### config.mk
export PLATFORM = sky130hd
export DESIGN_NAME = led_frame_shifter
export DESIGN_NICKNAME = d
export VERILOG_FILES = /design/src/rtl/led_frame_shifter.sv
export SDC_FILE = /design/constraint.sdc
export NUM_CORES = 1
export LEC_CHECK = 0
export CAP_MARGIN = 20
export CORE_MARGIN = 2
export CORE_UTILIZATION = 45
export CTS_CLUSTER_DIAMETER = 100
export DETAILED_ROUTE_END_ITERATION = 6
export HOLD_SLACK_MARGIN = 0.02
export PLACE_DENSITY = 0.69
export SYNTH_ARGS = -nofsm -noshare
export SYNTH_HDL_FRONTEND = slang
export SYNTH_SLANG_ARGS = --single-unit
### constraint.sdc
create_clock -name i_clk -period 1.9 [get_ports i_clk]
set_clock_uncertainty 0.05 [all_clocks]
set_input_delay 0.19 -clock i_clk [delete_from_list [all_inputs] [get_ports i_clk]]
set_output_delay 0.19 -clock i_clk [all_outputs]
set_load 0.03 [all_outputs]
### src/rtl/led_frame_shifter.sv
// Serial output stage: takes grayscale words over valid/ready and shifts them MSB-first on o_clk/o_dai.
// Each frame ends with an o_lat pulse and a gap. Optional feature macro: LED_SHIFTER_TEST_PATTERN_EN (adds i_tp).
module led_frame_shifter #(
  parameter int c_freq      = 20000000,
  parameter int c_sclk_freq = 1000000,
  parameter int c_chans     = 12,
  parameter int c_width     = 16,
  parameter int c_lat_cyc   = 20
) (
  input  logic               i_clk,
  input  logic               i_rst,
`ifdef LED_SHIFTER_TEST_PATTERN_EN
  input  logic               i_tp,
`endif
  input  logic [c_width-1:0] i_data,
  input  logic               i_valid,
  output logic               o_ready,
  output logic               o_clk,
  output logic               o_dai,
  output logic               o_lat,
  output logic               o_busy
);

  localparam int c_half   = c_freq / (2 * c_sclk_freq);
  localparam int c_half_w = (c_half > 1) ? $clog2(c_half) : 1;
  localparam int c_bit_w  = (c_width > 1) ? $clog2(c_width) : 1;
  localparam int c_word_w = (c_chans > 1) ? $clog2(c_chans) : 1;
  localparam int c_lat_w  = (c_lat_cyc > 1) ? $clog2(c_lat_cyc) : 1;

  localparam logic [c_half_w-1:0] c_half_last = c_half_w'(c_half - 1);
  localparam logic [c_bit_w-1:0]  c_bit_last  = c_bit_w'(c_width - 1);
  localparam logic [c_word_w-1:0] c_word_last = c_word_w'(c_chans - 1);
  localparam logic [c_lat_w-1:0]  c_lat_last  = c_lat_w'(c_lat_cyc - 1);

  typedef enum logic [2:0] {
    S_IDLE,
    S_LOAD,
    S_SHIFT_LO,
    S_SHIFT_HI,
    S_LATCH,
    S_GAP
  } state_t;

  state_t              r_state;
  logic [c_width-1:0]  r_shift;
  logic [c_half_w-1:0] r_half_cnt;
  logic [c_bit_w-1:0]  r_bit_cnt;
  logic [c_word_w-1:0] r_word_cnt;
  logic [c_lat_w-1:0]  r_lat_cnt;
  logic                r_ready;
  logic                r_clk;
  logic                r_dai;
  logic                r_lat;
  logic                r_busy;
  logic                r_tp;

  logic                w_tp;
  logic                w_load;
  logic [c_width-1:0]  w_load_word;

`ifdef LED_SHIFTER_TEST_PATTERN_EN
  assign w_tp = i_tp;
`else
  assign w_tp = 1'b0;
`endif

  // A test-pattern word is the channel index and needs no handshake.
  assign w_load      = (r_state == S_LOAD) && (r_tp || (i_valid && r_ready));
  assign w_load_word = r_tp ? c_width'(r_word_cnt) : i_data;

  // NOTE: every register here uses <= so all decisions in one cycle see the pre-edge state.
  always_ff @(posedge i_clk) begin
    if (i_rst) begin
      r_state    <= S_IDLE;
      r_shift    <= '0;
      r_half_cnt <= '0;
      r_bit_cnt  <= '0;
      r_word_cnt <= '0;
      r_lat_cnt  <= '0;
      r_ready    <= 1'b0;
      r_clk      <= 1'b0;
      r_dai      <= 1'b0;
      r_lat      <= 1'b0;
      r_busy     <= 1'b0;
      r_tp       <= 1'b0;
    end else begin
      case (r_state)
        S_IDLE: begin
          r_state <= S_LOAD;
          r_ready <= !w_tp;
          r_tp    <= w_tp;
        end

        S_LOAD: begin
          r_clk <= 1'b0;
          if (w_load) begin
            r_shift    <= w_load_word;
            r_dai      <= w_load_word[c_width-1];
            r_ready    <= 1'b0;
            r_busy     <= 1'b1;
            r_half_cnt <= '0;
            r_state    <= S_SHIFT_LO;
          end
        end

        S_SHIFT_LO: begin
          if (r_half_cnt == c_half_last) begin
            r_half_cnt <= '0;
            r_clk      <= 1'b1;
            r_state    <= S_SHIFT_HI;
          end else begin
            r_half_cnt <= r_half_cnt + c_half_w'(1);
          end
        end

        S_SHIFT_HI: begin
          if (r_half_cnt == c_half_last) begin
            r_half_cnt <= '0;
            r_clk      <= 1'b0;
            if (r_bit_cnt != c_bit_last) begin
              r_bit_cnt <= r_bit_cnt + c_bit_w'(1);
              r_shift   <= {r_shift[c_width-2:0], 1'b0};
              r_dai     <= r_shift[c_width-2];
              r_state   <= S_SHIFT_LO;
            end else if (r_word_cnt != c_word_last) begin
              r_bit_cnt  <= '0;
              r_word_cnt <= r_word_cnt + c_word_w'(1);
              r_ready    <= !w_tp;
              r_tp       <= w_tp;
              r_state    <= S_LOAD;
            end else begin
              r_bit_cnt  <= '0;
              r_word_cnt <= '0;
              r_dai      <= 1'b0;
              r_lat      <= 1'b1;
              r_lat_cnt  <= '0;
              r_state    <= S_LATCH;
            end
          end else begin
            r_half_cnt <= r_half_cnt + c_half_w'(1);
          end
        end

        S_LATCH: begin
          if (r_lat_cnt == c_lat_last) begin
            r_lat_cnt <= '0;
            r_lat     <= 1'b0;
            r_state   <= S_GAP;
          end else begin
            r_lat_cnt <= r_lat_cnt + c_lat_w'(1);
          end
        end

        S_GAP: begin
          if (r_lat_cnt == c_lat_last) begin
            r_lat_cnt <= '0;
            r_busy    <= 1'b0;
            r_state   <= S_IDLE;
          end else begin
            r_lat_cnt <= r_lat_cnt + c_lat_w'(1);
          end
        end

        default: r_state <= S_IDLE;
      endcase
    end
  end

  assign o_ready = r_ready;
  assign o_clk   = r_clk;
  assign o_dai   = r_dai;
  assign o_lat   = r_lat;
  assign o_busy  = r_busy;

endmodule
==> impl_metrics.py <==
metrics = {
    "run_status": {
        "status": "finished clean",
    },
    "floorplanning": {
        "dieArea_mm2": 0.00522,
        "die_w_um": 72.2,
        "row_count": 24,
        "io_pins": 24,
        "start_util_pct": 47.5,
        "dieHeight_um": 72.2,
        "coreArea_mm2": 0.00441,
    },
    "synthesis": {
        "synth-edff-count": 0,
        "synthAdderAreaFrac_pct": 2.99,
        "synth-simple-area-share_pct": 21.1,
        "ys_warn_count": 0,
        "ys_types": 44,
        "syn_inst": 239,
        "synth_common_cells": "dfxtp_1, a21oi_1, nand2_1",
        "ys_seq_elements": 40,
        "yosysSeqAreaShare_pct": 38.2,
        "synth.top_cell.area_share_pct": 38.2,
        "synth_most_common_cell": "dfxtp_1",
        "synth_async_sr_flop_share_pct": 0,
        "synth_fp_nets": 263,
        "synth_compound_area_share_pct": 24.8,
        "synth-xor-area-share_pct": 0.418,
        "syn_area_mm2": 0.00210,
        "synth.largest_area_cell": "dfxtp_1",
        "synth_ff_type": "dfxtp_1",
        "synth_top_family_by_area": "compound AO/OA/AOI/OAI gates",
        "muxShareOfSynthArea_pct": 7.64,
        "synth_area_leaders": "dfxtp_1, a21oi_1, mux2i_1",
        "syn_avg_cell_area_um2": 8.77,
    },
    "clocking": {
        "root_buffer": "clkbuf_8",
        "tritoncts": "done",
        "clkLatencyLatePin_ns": 0.29,
        "cts_max_level": 2,
        "numCtsBuffers": 5,
        "holdBufCountCts": 0,
        "clk_pin_slew_worst_paths_ns": 0.08,
        "clockBufferDepth": 2,
        "cts_sinks": 40,
    },
    "critical_path": {
        "worst-path-max-fanout": 14,
        "critPathMaxStageDelay_ns": 0.38,
        "cp_cell_sequence": "inv_1, ha_1, and3b_2, a31o_4, and2_4, a211oi_1",
        "path_class": "reg2reg",
        "start_kind": "flop",
        "critPathArrivalTime_ns": 1.91,
        "crit_path_end_kind": "flop",
        "crit_buf_inv": 1,
        "cp_slowest_cell": "dfxtp_1",
        "worst_ep_required_time_ns": 2.06,
        "cpLargestDelayFamily": "simple AND/OR/NAND/NOR gates",
    },
    "drt": {
        "drt_iter0_markers": 104,
        "postRouteAntennaNets": 0,
        "dr.pass1.iters": 4,
        "vias": 1801,
        "drc": 0,
        "wl_um": 4540,
        "viasPerCell": 5.63,
        "wire_per_inst_um": 14.2,
    },
    "sta": {
        "period_share_pct": 92.2,
        "rsz0062_at_grt": "false",
        "post-route-min-period_ns": 1.75,
        "slew_viol_final": 0,
        "worstMarginPinSlew_ns": 0.482,
        "setup_violations": 0,
        "hold_violations": 0,
        "fmax_mhz": 571,
        "fin_tns_setup_ns": 0,
        "max-slew-margin-rel_pct": 67.8,
    },
    "power_and_ir_drop": {
        "irDropWorstVdd_uv": 360,
        "p_per_area_mw_per_mm2": 771,
        "p_leak_nw": 0.980,
    },
    "cells_and_area": {
        "fill_cells": 417,
        "drive_gt1_share_pct": 14.6,
        "final_cells": 320,
        "diodes": 0,
        "final_core_util_pct": 57.5,
        "multi_input_area_mm2": 0.00120,
        "regArea_um2": 801,
        "area_growth_pct": 21.2,
        "nets": 291,
    },
    "grt": {
        "grt_max_degree": 27,
        "use_met1_pct": 24.8,
        "met2_usage_pct": 29.4,
        "grt_first_pass_wirelength_um": 7690,
        "grt_usage_pct": 18.6,
        "use_met3_pct": 5.28,
        "first_global_vias": 1680,
        "overflow": 0,
        "busiest_layer": "met2",
        "antenna_found_initial": 0,
    },
    "run": {
        "drv_cap": 0,
    },
    "placement": {
        "place.gp.congestion": 0.807,
        "io_buffer_count": 23,
        "post-dp-hpwl_um": 3150,
        "place_inst": 310,
    },
    "hold_path": {
        "min_path_type": "in2reg",
    },
}
flip-flops by register name, indices dropped and copies added, names as in the netlist:
| register | cells |
|---|---|
| r_shift | 15 |
| r_word_cnt | 4 |
| o_lat | 1 |
| r_state | 3 |
| r_half_cnt | 4 |
| o_ready | 1 |
| o_busy | 1 |
| o_clk | 1 |
| r_lat_cnt | 5 |
| o_dai | 1 |
| r_bit_cnt | 4 |
tightest hold or removal path: stages:
cell and delay (ns):
clkdlybuf4s50_1 0.41, nand2_1 0.06, a21oi_1 0.05
final cells by class:
cell class | count | area share, %
multi-input combinational | 180 | 47.2
clock buffer | 5 | 2.71
sequential | 40 | 31.5
clock inverter | 3 | 1.67
tap | 52 | 2.56
inverter | 2 | 0.296
timing repair buffer | 38 | 14.0
per-layer routing:
metal	vias up	wire length, um
met5	-	0
li1	933	-
met4	0	41
met3	4	253
met2	40	2010
met1	824	2230
path summary, 6_finish.rpt:
| path | startpoint | end | slack [ns] | cells past startpoint |
|---|---|---|---|---|
| setup / recovery | r_half_cnt[1] | r_shift[1] | 0.15 | 6 |
| hold / removal | i_data[0] | r_shift[0] | 0.42 | 3 |
| setup reg to reg | r_half_cnt[1] | r_shift[1] | 0.15 | 6 |
| hold reg to reg | o_clk | o_clk | 0.42 | 2 |
timing repair:
| action | CTS | global route |
|---|---|---|
| hold endpoints to repair | 0 | 0 |
| setup buffers | 0 | 2 |
| endpoints found under the setup margin | 0 | 12 |
| gates resized for setup | 0 | 2 |
cell families (layout without fill, tap and decap cells):
family                   count (synthesis)  in the layout
AND/OR/NAND/NOR                         82             82
AO/OA/AOI/OAI                           76             76
flip-flops                              40             40
buffers and inverters                   19             48
multiplexers                            16             16
adder cells (fa/ha/maj)                  5              5
XOR/XNOR                                 1              1
placed cells by master, fill, tap and decap left out, types with 4 or more instances in the layout:
cell and count:
o21ai_0 12, nor2_1 12, nor3_1 9, nand3_1 10, nor2b_1 4, nand2b_1 4, a211oi_2 10, or3_1 5
buf_4 14, ha_1 5, a21oi_1 35, mux2i_1 16, nand2_1 17, dfxtp_1 40, clkbuf_8 5, a211oi_1 4
nand3b_1 5, clkdlybuf4s50_1 23
where the power goes:
part / leakage (nW) / switching (mW) / internal [mW]
clock network: 0.0541 / 0.309 / 0.389
registers: 0.324 / 0.0309 / 0.874
logic: 0.602 / 0.183 / 0.173
metrics by stage:
stage	setup WS, ns	total power [mW]	instance area [um^2]	hold slack (ns)
finish	0.147	1.96	2540	0.417
global route	0.0136	2.07	2540	0.437
CTS	0.0499	1.96	2510	0.408
detailed placement	0.0634	1.27	2390	0.409
global placement	0.119	1.27	2390	0.411
floorplan	0.0995	1.16	2100	0.276
Power figures use the tool's default switching activity.
